## config.mk

```make
export PLATFORM = sky130hd
export DESIGN_NAME = alu_issue_ctrl
export DESIGN_NICKNAME = d
export VERILOG_FILES = /design/src/rtl/alu_issue_ctrl.sv
export SDC_FILE = /design/constraint.sdc
export NUM_CORES = 1
export LEC_CHECK = 0
export ABC_AREA = 1
export BUFFER_PORTS_ARGS = -buffer_cell sky130_fd_sc_hd__buf_2
export CORE_ASPECT_RATIO = 1.75
export CORE_MARGIN = 2
export CORE_UTILIZATION = 61
export DETAILED_ROUTE_END_ITERATION = 8
export PLACE_DENSITY = 0.87
export SYNTH_ARGS = -nofsm -noshare
export SYNTH_HDL_FRONTEND = slang
export SYNTH_SLANG_ARGS = --single-unit
```

## constraint.sdc

```tcl
create_clock -name clock_i -period 5.89 [get_ports clock_i]
set_input_delay 1.178 -clock clock_i [delete_from_list [all_inputs] [get_ports clock_i]]
set_output_delay 1.178 -clock clock_i [all_outputs]
set_load 0.01 [all_outputs]
```

## src/rtl/alu_issue_ctrl.sv

```systemverilog
`default_nettype none
// ============================================================================
//  Module      : alu_issue_ctrl
//  Description : Producer-side instruction sequencer for the 8-bit ALU.
//                Accepts 16-bit instruction words on a valid/ready handshake,
//                reads operands from an internal 8x8 register file, drives
//                the combinational ALU, captures its result and flags, then
//                writes back and updates the architectural flag register.
//                One instruction at a time: IDLE -> EXEC -> WB -> IDLE.
//
//  Ports       : clock_i/reset_i        clock, synchronous active-high reset
//                instr_valid_i/ready_o  instruction handshake
//                instr_i                [15:11] op [10:8] rd [7:5] rs [4:2] im
//                rf_wr_*_i              external register load (IDLE only)
//                alu_*_o / alu_*_i      ALU operand drive / result capture
//                flags_o                architectural {CF,ZF,SF,OF}
//                done_o/illegal_o       retire pulse / undefined-opcode pulse
//                show_valid_o/data_o    SHOWR retire pulse / held value
//                dbg_addr_i/dbg_data_o  combinational register read port
//  Revision    : 1.0 - initial release
// ============================================================================
module alu_issue_ctrl #(
    parameter int         RF_DEPTH    = 8,
    parameter logic [3:0] RESET_FLAGS = 4'b0000
) (
    input  logic        clock_i,
    input  logic        reset_i,
    input  logic        instr_valid_i,
    output logic        instr_ready_o,
    input  logic [15:0] instr_i,
    input  logic        rf_wr_en_i,
    input  logic [2:0]  rf_wr_addr_i,
    input  logic [7:0]  rf_wr_data_i,
    output logic [4:0]  alu_op_o,
    output logic [7:0]  alu_in1_o,
    output logic [7:0]  alu_in2_o,
    output logic [2:0]  alu_im_o,
    input  logic [7:0]  alu_res_i,
    input  logic        alu_cf_i,
    input  logic        alu_zf_i,
    input  logic        alu_sf_i,
    input  logic        alu_of_i,
    output logic [3:0]  flags_o,
    output logic        done_o,
    output logic        illegal_o,
    output logic        show_valid_o,
    output logic [7:0]  show_data_o,
    input  logic [2:0]  dbg_addr_i,
    output logic [7:0]  dbg_data_o
);

    typedef enum logic [1:0] {
        S_IDLE = 2'd0,
        S_EXEC = 2'd1,
        S_WB   = 2'd2
    } state_t;

    localparam logic [4:0] c_OP_NOP   = 5'b00000;
    localparam logic [4:0] c_OP_MOV   = 5'b00110;
    localparam logic [4:0] c_OP_NOT   = 5'b01000;
    localparam logic [4:0] c_OP_SHOWR = 5'b11111;

    state_t      state_q, state_d;
    logic [7:0]  rf_q [RF_DEPTH];
    logic [2:0]  rd_q;
    logic [4:0]  alu_op_q;
    logic [7:0]  alu_in1_q;
    logic [7:0]  alu_in2_q;
    logic [2:0]  alu_im_q;
    logic [7:0]  res_q;
    logic [3:0]  res_flags_q;
    logic [3:0]  flags_q;
    logic [7:0]  show_data_q;

    logic        w_accept;
    logic        w_load;
    logic        w_wb_rf;
    logic        w_wb_flags;
    logic        w_unused_rsvd;

    // Reserved instruction bits carry no meaning.
    assign w_unused_rsvd = ^instr_i[1:0];

    // ------------------------------------------------------------------
    // State register
    // ------------------------------------------------------------------
    always_ff @(posedge clock_i) begin
        if (reset_i) begin
            state_q <= S_IDLE;
        end else begin
            state_q <= state_d;
        end
    end

    // ------------------------------------------------------------------
    // Next-state and control outputs
    // ------------------------------------------------------------------
    always_comb begin
        state_d       = state_q;
        instr_ready_o = 1'b0;
        done_o        = 1'b0;
        illegal_o     = 1'b0;
        show_valid_o  = 1'b0;
        w_accept      = 1'b0;
        w_load        = 1'b0;
        w_wb_rf       = 1'b0;
        w_wb_flags    = 1'b0;
        case (state_q)
            S_IDLE: begin
                // An external load takes the whole IDLE cycle; the pending
                // instruction waits for a cycle without a load.
                instr_ready_o = !rf_wr_en_i;
                w_load        = rf_wr_en_i;
                if (!rf_wr_en_i && instr_valid_i) begin
                    w_accept = 1'b1;
                    state_d  = S_EXEC;
                end
            end
            S_EXEC: begin
                state_d = S_WB;
            end
            S_WB: begin
                done_o  = 1'b1;
                state_d = S_IDLE;
                if (alu_op_q inside {[5'd1:5'd5], [5'd9:5'd14]}) begin
                    w_wb_rf    = 1'b1;
                    w_wb_flags = 1'b1;
                end else if (alu_op_q == c_OP_MOV || alu_op_q == c_OP_NOT) begin
                    w_wb_rf = 1'b1;
                end else if (alu_op_q == c_OP_SHOWR) begin
                    show_valid_o = 1'b1;
                end else if (alu_op_q != c_OP_NOP) begin
                    illegal_o = 1'b1;
                end
            end
            default: begin
                state_d = S_IDLE;
            end
        endcase
    end

    // ------------------------------------------------------------------
    // Datapath: operand capture, result capture, commit
    // ------------------------------------------------------------------
    always_ff @(posedge clock_i) begin
        if (reset_i) begin
            for (int i = 0; i < RF_DEPTH; i++) begin
                rf_q[i] <= 8'h00;
            end
            rd_q        <= 3'd0;
            alu_op_q    <= 5'd0;
            alu_in1_q   <= 8'h00;
            alu_in2_q   <= 8'h00;
            alu_im_q    <= 3'd0;
            res_q       <= 8'h00;
            res_flags_q <= 4'b0000;
            flags_q     <= RESET_FLAGS;
            show_data_q <= 8'h00;
        end else begin
            if (w_load) begin
                rf_q[rf_wr_addr_i] <= rf_wr_data_i;
            end
            // Operands are read at accept so a later writeback to rd can
            // never alias the values the ALU is working on.
            if (w_accept) begin
                alu_op_q  <= instr_i[15:11];
                rd_q      <= instr_i[10:8];
                alu_in1_q <= rf_q[instr_i[10:8]];
                alu_in2_q <= rf_q[instr_i[7:5]];
                alu_im_q  <= instr_i[4:2];
            end
            if (state_q == S_EXEC) begin
                res_q       <= alu_res_i;
                res_flags_q <= {alu_cf_i, alu_zf_i, alu_sf_i, alu_of_i};
            end
            if (w_wb_rf) begin
                rf_q[rd_q] <= res_q;
            end
            if (w_wb_flags) begin
                flags_q <= res_flags_q;
            end
            if (show_valid_o) begin
                show_data_q <= res_q;
            end
        end
    end

    assign alu_op_o    = alu_op_q;
    assign alu_in1_o   = alu_in1_q;
    assign alu_in2_o   = alu_in2_q;
    assign alu_im_o    = alu_im_q;
    assign flags_o     = flags_q;
    assign show_data_o = show_data_q;
    assign dbg_data_o  = rf_q[dbg_addr_i];

endmodule
`default_nettype wire

```

==> results of run 1 <==
logic make-up after synthesis:
group,share of synthesized area
buffers and inverters,0.0638
DFF,0.486
and+or+nand+nor,0.217
AOI/OAI and AO/OA,0.233
per-stage QoR:
stage	area, µm²	util	hold slack, ns	power (W)	setup slack [ns]
final	7180	0.729	0.466	0.00221	1.55
after global routing	7180	0.729	0.476	0.00227	1.43
after CTS	7180	0.729	0.463	0.00219	1.69
after detailed placement	6580	0.668	0.457	0.00120	1.69
after global placement	6580	0.668	0.452	0.00119	1.74
after floorplan	6140	-	0.456	0.00111	2.52
cell type report:
type | instances | area, µm² | area share
multi-input cells | 569 | 2770 | 0.385
repair buffers | 94 | 478 | 0.0666
flip-flops and latches | 117 | 2980 | 0.415
clock inverters | 7 | 36.3 | 0.00505
clock buffers | 25 | 559 | 0.0779
inverters | 53 | 199 | 0.0277
well taps | 125 | 156 | 0.0218
critical path, cell delays in order:
cell	delay (ns)
buf_2	0.62
inv_1	0.56
nor2_1	0.20
o21ai_0	0.18
nor2_1	0.14
a31oi_1	0.09
buf_2	0.19
registers in the layout, indices dropped and copies added, names as in the netlist:
signal,cells
show_data_o,8
state_q,2
res_q,8
flags_o,4
rd_q,3
alu_op_o,5
alu_im_o,3
res_flags_q,4
alu_in1_o,8
alu_in2_o,8
rf_q,64
final timing paths:
kind | start | endpoint | slack (ns)
setup / recovery | dbg_addr_i[0] | dbg_data_o[6] | 1.55
hold / removal | alu_in2_o[0]$_SDFFE_PP0P_ | alu_in2_o[0]$_SDFFE_PP0P_ | 0.47
setup reg to reg | alu_op_o[2]$_SDFFE_PP0P_ | rf_q[2][3]$_SDFFCE_PN0P_ | 3.31
hold reg to reg | alu_in2_o[0]$_SDFFE_PP0P_ | alu_in2_o[0]$_SDFFE_PP0P_ | 0.47
Yosys cell counts (all sizes together):
library cell	instances	share of area
a211oi	1	0.0012
a21oi	79	0.065
a31oi	8	0.0081
buf	10	0.0094
clkbuf	36	0.022
clkinv	1	0.00061
dfxtp	53	0.17
edfxtp	64	0.31
inv	52	0.032
nand2	101	0.075
nand3	18	0.017
nand3b	2	0.0024
nor2	181	0.12
nor3	2	0.0016
o211ai	16	0.020
o21a	8	0.0098
o21ai	152	0.13
o22ai	1	0.0010
per-layer routing:
layer,global-route usage,share of wire,vias up
met5,0,0,-
met4,0.275,0.080,0
met3,0.0772,0.076,88
met2,0.613,0.52,393
met1,0.374,0.33,2793
li1,-,-,2793
report_power, final:
part           internal, W  switching (W)  leakage (nW)
clock             0.000653       0.000355         0.304
sequential        0.000900      0.0000264          1.09
combinational    0.0000816       0.000192          1.73
total              0.00163       0.000573          3.13
==> run metrics, run 1 <==
Mapped Area 6140 µm²; final period utilization 0.736; final hold violations 0; Yosys warning total 0; vias in the first global route 5,704; Mapped Cells 785; most frequent cells in the layout nor2_1, o21ai_0, buf_2; PD cells 307 nW/µm²; crit path DAT 3.16 ns; Crit Path Max Fanout 49; Routed Antenna Nets 0; status finished, final reports clean; critical path class primary input to output port; Max Root-Sink Buffers 2; largest net degree at the start of global routing 50; Root Buffer clkbuf_16; row count 48; Final Skew 0.00676 ns; drt first-iter violations 746; Clock transition at path regs 0.05 ns; Syn Nets 831; Num CTS Buffers 17; CTS tree yes; Core ar. 9850 µm²; # H-tree levels 4; Sink Count 117; TritonRoute pass-1 iters 7; global-route wire length before repair 29,000 µm; routed vias 6,067; worst hold stages 2; final std cells w/o fill 990; synth unique cells 29; most common cell after layout, fill and taps aside nor2_1; # setup viols final 0; worst hold path class flop to flop; leakage 3.13 nW; Chip Height 137 µm; final WL 19,000 µm; drt via density 6.13; global route overflow 0; GP Congestion 0.929; Worst Reg-to-Reg Cells 10; initial antenna violation count 0; RSZ-0062 raised after global routing no; total global routing track utilization 0.358; flop and latch count out of synthesis 117; cts hold-fix bufs 0; area delta synth->final 16.9%; transition time of the tightest slew-check pin 0.813 ns; achievable clock frequency 0.231 GHz; Fill cells 784; IO Count 94; number of max-cap violations 0; Worst EP required 4.71 ns; initial core utilization 0.624; setup_tns 0 ns; Worst setup EP type output port; Detail Placement HPWL 12,900 µm; Port Buffers 91; startpoint types primary input; die width 79.9 µm; VDD IR max 0.256 mV; max-slew violation count 0; synthesized area per cell 7.82 µm²; Post-CTS Setup Inserts 0; ANT cells 0; post-synthesis sequential area ratio 0.486; Clock Latency Late Sink 0.42 ns; Die ar. 10,900 µm²; Residual DRC 0; share of cells above drive strength 1 0.192; Final Critical Period 4.34 ns; slew margin rel. 0.458; routed len/inst 19.2 µm; final-stage net count 898; post-cts gate resize count 0; post-placement cell count 958
Note: power is estimated with default switching activity, not from simulation.
==> run 2, diff against run 1 <==
ABC_AREA = 0   (was 1)
CORE_UTILIZATION = 57   (was 61)
PLACE_DENSITY = 0.82   (was 0.87)
clock period = 4.1 ns   (was 5.89 ns; I/O delays follow)
==> run metrics, run 2 <==
Port Buffers 91 (unchanged); RSZ-0062 raised after global routing no (unchanged); initial core utilization 0.586 (was 0.624); total global routing track utilization 0.265 (was 0.358); share of the synthesized area in the top cell type 0.333 (was 0.313); drt via density 6.15 (was 6.13); final WL 13,600 µm (was 19,000 µm); achievable clock frequency 0.322 GHz; Syn Nets 523 (was 831); worst hold stages 2 (unchanged); number of max-cap violations 0 (unchanged); Detail Placement HPWL 10,100 µm (was 12,900 µm); area leader, netlist edfxtp_1 (unchanged); hold path endpoint res_flags_q[0]$_SDFFE_PP0N_ (was alu_in2_o[0]$_SDFFE_PP0P_); area delta synth->final 18.2% (was 16.9%); max reg flops 64 (unchanged); worst r2r src alu_op_o[0]$_SDFFE_PP0P_ (was alu_op_o[2]$_SDFFE_PP0P_); status finished, final reports clean (unchanged); Met2 Routed Length 7520 µm (was 9830 µm); FFs w/ async S/R, synth 0 (unchanged); Routed Antenna Nets 0 (unchanged); share of cells above drive strength 1 0.357 (was 0.192); Mapped Area 5770 µm² (was 6140 µm²); startpoint types primary input (unchanged); Worst setup EP type output port (unchanged); Sink Count 117 (unchanged); # setup viols final 0 (unchanged); drt first-iter violations 324 (was 746); synthesized area per cell 12.1 µm² (was 7.82 µm²); Root Buffer clkbuf_16 (unchanged); TritonRoute pass-1 iters 5 (was 7); Final Critical Period 3.10 ns; crit path DAT 2.28 ns (was 3.16 ns); most common cell after layout, fill and taps aside buf_2 (was nor2_1); Top Metal Used met4 (unchanged); Post-CTS Setup Inserts 0 (unchanged); Post-synth EDFFs 64 (unchanged); Core ar. 9850 µm² (unchanged); cts hold-fix bufs 0 (unchanged); synth unique cells 36 (was 29); Final Skew 0.00719 ns (was 0.00676 ns); ranking of synthesized cells by area edfxtp_1, mux4_2, dfxtp_1, nor2_1, nand2_1 (was edfxtp_1, dfxtp_1, o21ai_0, nor2_1, a21oi_1); WHS 0.452 ns (was 0.466 ns); final-stage net count 599 (was 898); largest net degree at the start of global routing 62 (was 50); Worst EP required 3.28 ns (was 4.71 ns); GP Congestion 0.941 (was 0.929); ANT cells 0 (unchanged); IO Count 94 (unchanged); post-cts gate resize count 0 (unchanged); Residual DRC 0 (unchanged); Biggest register rf_q (unchanged); worst reg2reg path endpoint rf_q[1][3]$_SDFFCE_PN0P_ (was rf_q[2][3]$_SDFFCE_PN0P_); # H-tree levels 4 (unchanged); flop and latch count out of synthesis 117 (unchanged); setup_tns 0 ns (unchanged); Clock transition at path regs 0.05 ns (about the same); min-delay src res_flags_q[0]$_SDFFE_PP0N_ (was alu_in2_o[0]$_SDFFE_PP0P_); global-route wire length before repair 21,500 µm (was 29,000 µm); CTS tree yes (unchanged); leakage 2.64 nW (was 3.13 nW); final hold violations 0 (unchanged); met1 wire length 4410 µm (was 6240 µm); Yosys warning total 0 (unchanged); final period utilization 0.757; most frequent cells in the layout buf_2, nor2_1, edfxtp_1 (was nor2_1, o21ai_0, buf_2); critical path class primary input to output port (unchanged); routed len/inst 19.7 µm (was 19.2 µm); routed length on met3 1050 µm (was 1460 µm); Max Root-Sink Buffers 2 (unchanged); Chip Height 137 µm (about the same); die width 80.1 µm (was 79.9 µm); PD cells 446 nW/µm² (was 307 nW/µm²); most common library cells after synthesis nor2_1, edfxtp_1, dfxtp_1 (was nor2_1, o21ai_0, nand2_1); cell with the most instances after synthesis nor2_1 (unchanged); Finished Core Util 0.693 (was 0.729); Mapped Cells 477 (was 785); VDD IR max 0.343 mV (was 0.256 mV); Worst Reg-to-Reg Cells 4 (was 10); initial antenna violation count 0 (unchanged); transition time of the tightest slew-check pin 0.870 ns (was 0.813 ns); Clock Latency Late Sink 0.41 ns (was 0.42 ns); Num CTS Buffers 17 (unchanged); Crit Path Max Fanout 16 (was 49); max-slew violation count 0 (unchanged); row count 48 (unchanged); Worst R2R Setup Slack 1.48 ns (was 3.31 ns); post-synthesis sequential area ratio 0.517 (was 0.486); global route overflow 0 (unchanged); routed vias 4,253 (was 6,067); ys flop type edfxtp_1 (unchanged); Die ar. 11,000 µm² (was 10,900 µm²); worst hold path class flop to flop (unchanged); slew margin rel. 0.403 (was 0.458); vias in the first global route 4,441 (was 5,704)
run 2: cells by family (layout without fill, tap and decap cells):
family,Yosys count,count (layout),share of synthesized area
buffers and inverters,40,129,0.0345
AND/OR/NAND/NOR,194,194,0.153
multiplexers,76,76,0.241
flip-flops,117,117,0.517
AO/OA/AOI/OAI,50,50,0.0546
run 2: per-stage QoR:
step | instance area [µm²] | instances | total power, W | worst slack [ns]
6_report | 6820 | 691 | 0.00304 | 0.995
5_1_grt | 6820 | 691 | 0.00312 | 0.915
4_1_cts | 6820 | 691 | 0.00305 | 0.976
3_5_place_dp | 6230 | 659 | 0.00164 | 0.978
3_3_place_gp | 6230 | 659 | 0.00163 | 1.01
2_1_floorplan | 5770 | 477 | 0.00155 | 1.13
run 2: worst max path at each step:
stage                     slack [ns]  cells after the start          start       endpoint
after floorplan                 1.13                      4  dbg_addr_i[0]  dbg_data_o[0]
after global placement          1.01                      4  dbg_addr_i[0]  dbg_data_o[4]
after detailed placement        0.98                      4  dbg_addr_i[0]  dbg_data_o[3]
after CTS                       0.98                      4  dbg_addr_i[0]  dbg_data_o[1]
after global routing            0.92                      4  dbg_addr_i[0]  dbg_data_o[7]
final                            1.0                      4  dbg_addr_i[0]  dbg_data_o[1]
run 2: worst max-delay path, stage by stage:
cell and delay (ns):
buf_2 0.46, mux4_2 0.58, mux2_2 0.28, buf_2 0.14
run 2: layout make-up:
| class | instances | area, µm² |
|---|---|---|
| fill | 715 | 3030 |
| sequential | 117 | 2980 |
| multi-input combinational | 320 | 2600 |
| clock buffer | 26 | 552 |
| timing repair buffer | 96 | 493 |
| tap | 125 | 156 |
| clock inverter | 6 | 37.5 |
| inverter | 1 | 3.75 |
run 2: per-layer routing:
layer | vias up | global-route usage
met3 | 64 | 0.0679
met5 | - | 0
met2 | 265 | 0.472
met1 | 2011 | 0.271
li1 | 1913 | -
met4 | 0 | 0.162
run 2: power breakdown:
part	internal (W)	leakage [nW]	switching (W)
clock	0.000922	0.296	0.000497
sequential	0.00129	1.10	0.0000414
combinational	0.000140	1.25	0.000151
total	0.00235	2.64	0.000690
==> run 3, diff against run 2 <==
CORE_UTILIZATION = 51   (was 57)
PLACE_DENSITY = 0.78   (was 0.82)
clock period = 2.6 ns   (was 4.1 ns; I/O delays follow)
==> run metrics, run 3 (same netlist as run 2, synthesis figures left out) <==
status finished, final reports clean (unchanged); worst setup path start rf_q[7][5]$_SDFFCE_PN0P_ (was dbg_addr_i[0]); Crit Path Max Fanout 3 (was 16); final WL 14,100 µm (was 13,600 µm); Finished Core Util 0.623 (was 0.693); max-slew violation count 0 (unchanged); Clock Latency Late Sink 0.41 ns (about the same); max reg flops 64 (unchanged); # setup viols final 0 (unchanged); Residual DRC 0 (unchanged); worst reg2reg path endpoint rf_q[0][5]$_SDFFCE_PN0P_ (was rf_q[1][3]$_SDFFCE_PN0P_); combinational power share 0.095 (was 0.096); Biggest register rf_q (unchanged); achievable clock frequency 0.432 GHz; largest net degree at the start of global routing 60 (was 62); Final Critical Period 2.32 ns; final period utilization 0.891; Fill cells 874 (was 715); Die ar. 12,200 µm² (was 11,000 µm²); startpoint types flop (was primary input); Worst Reg-to-Reg Cells 5 (was 4); storage element area 2980 µm² (unchanged); transition time of the tightest slew-check pin 0.809 ns (was 0.870 ns); die width 84.4 µm (was 80.1 µm); global route overflow 0 (unchanged); setup_tns 0 ns (unchanged); initial antenna violation count 0 (unchanged); Final Skew 0.0119 ns (was 0.00719 ns); most frequent cells in the layout buf_2, nor2_1, edfxtp_1 (unchanged); cts hold-fix bufs 0 (unchanged); Detail Placement HPWL 10,200 µm (was 10,100 µm); Num CTS Buffers 17 (unchanged); routed vias 4,327 (was 4,253); routed len/inst 20.0 µm (was 19.7 µm); Core ar. 11,100 µm² (was 9850 µm²); GP Congestion 0.918 (was 0.941); total global routing track utilization 0.238 (was 0.265); Sink Count 117 (unchanged); register share of total power 0.423 (was 0.437); initial core utilization 0.520 (was 0.586); crit path DAT 1.80 ns (was 2.28 ns); drt via density 6.12 (was 6.15); global-route wire length before repair 22,200 µm (was 21,500 µm); post-cts gate resize count 0 (unchanged); final-stage net count 608 (was 599); Post-CTS Setup Inserts 0 (unchanged); IO Count 94 (unchanged); area delta synth->final 19.9% (was 18.2%); critical path class flop to output port (was primary input to output port); Port Buffers 91 (unchanged); Root Buffer clkbuf_16 (unchanged); worst hold path class primary input to flop (was flop to flop); Switching Power 0.00111 W (was 0.000690 W); Clock transition at path regs 0.05 ns (about the same); most common cell after layout, fill and taps aside buf_2 (unchanged); Max Root-Sink Buffers 2 (unchanged); worst r2r src alu_op_o[0]$_SDFFE_PP0P_ (unchanged); Chip Height 145 µm (was 137 µm); leakage 2.68 nW (was 2.64 nW); # H-tree levels 4 (unchanged); Clk network pwr share 0.482 (was 0.467); share of cells above drive strength 1 0.360 (was 0.357); row count 51 (was 48); Worst setup EP type output port (unchanged); vias in the first global route 4,374 (was 4,441); PD cells 717 nW/µm² (was 446 nW/µm²); drt first-iter violations 287 (was 324); CTS tree yes (unchanged); RSZ-0062 raised after global routing no (unchanged); VDD IR max 0.550 mV (was 0.343 mV); switching share of total power 0.225 (was 0.227); Worst EP required 2.08 ns (was 3.28 ns); multi-input logic area 2600 µm² (unchanged); Routed Antenna Nets 0 (unchanged); Setup crit end dbg_data_o[5] (was dbg_data_o[1]); number of max-cap violations 0 (unchanged); TritonRoute pass-1 iters 5 (unchanged); Worst R2R Setup Slack 0.39 ns (was 1.48 ns); internal power 0.00385 W (was 0.00235 W); slew margin rel. 0.460 (was 0.403); final hold violations 0 (unchanged); ANT cells 0 (unchanged)
[run 3: area by class of cell]
| class | count | area share |
|---|---|---|
| multi-input combinational | 320 | 0.375 |
| inverter | 1 | 0.000542 |
| clock inverter | 12 | 0.0237 |
| tap | 132 | 0.0239 |
| clock buffer | 20 | 0.0631 |
| timing repair buffer | 105 | 0.0828 |
| sequential | 117 | 0.431 |
[run 3: power groups by stage]
stage	Combinational (W)	Clock, W	Sequential (W)
finish	0.000470	0.00239	0.00210
global route	0.000506	0.00249	0.00210
CTS	0.000471	0.00241	0.00209
detailed placement	0.000466	0	0.00213
global placement	0.000453	0	0.00212
floorplan	0.000321	0	0.00212
[run 3: how the worst min path moves through the flow]
| stage | endpoint | slack [ns] | cells after the start | startpoint |
|---|---|---|---|---|
| 2_1_floorplan | res_flags_q[0]$_SDFFE_PP0N_ | 0.44 | 2 | res_flags_q[0]$_SDFFE_PP0N_ |
| 3_3_place_gp | alu_im_o[2]$_SDFFE_PP0P_ | 0.44 | 2 | alu_im_o[2]$_SDFFE_PP0P_ |
| 3_5_place_dp | alu_im_o[1]$_SDFFE_PP0P_ | 0.45 | 2 | alu_im_o[1]$_SDFFE_PP0P_ |
| 4_1_cts | alu_im_o[1]$_SDFFE_PP0P_ | 0.33 | 3 | instr_i[3] |
| 5_1_grt | res_flags_q[3]$_SDFFE_PP0N_ | 0.35 | 3 | alu_cf_i |
| 6_report | alu_im_o[1]$_SDFFE_PP0P_ | 0.35 | 3 | instr_i[3] |
[run 3: through the flow]
step	hold WS (ns)	setup slack, ns	cells	instance area [µm²]	total power [W]
CTS	0.331	0.294	707	6920	0.00497
global route	0.347	0.266	707	6920	0.00510
floorplan	0.436	0.225	477	5770	0.00244
global placement	0.441	0.338	675	6320	0.00257
finish	0.345	0.285	707	6920	0.00496
detailed placement	0.449	0.333	675	6320	0.00260
[run 3: per-layer routing]
| metal | up-vias | routed length [µm] | share of wire | global-route usage |
|---|---|---|---|---|
| met2 | 282 | 7600 | 0.54 | 0.425 |
| met5 | - | 0 | 0 | 0 |
| met4 | 0 | 500 | 0.035 | 0.137 |
| met3 | 47 | 1050 | 0.074 | 0.0573 |
| met1 | 2061 | 4980 | 0.35 | 0.257 |
| li1 | 1937 | - | - | - |
[run 3: critical path, stage by stage (launching register included)]
cell and delay (ns):
edfxtp_1 0.45, mux4_2 0.53, mux2_2 0.28, buf_2 0.14
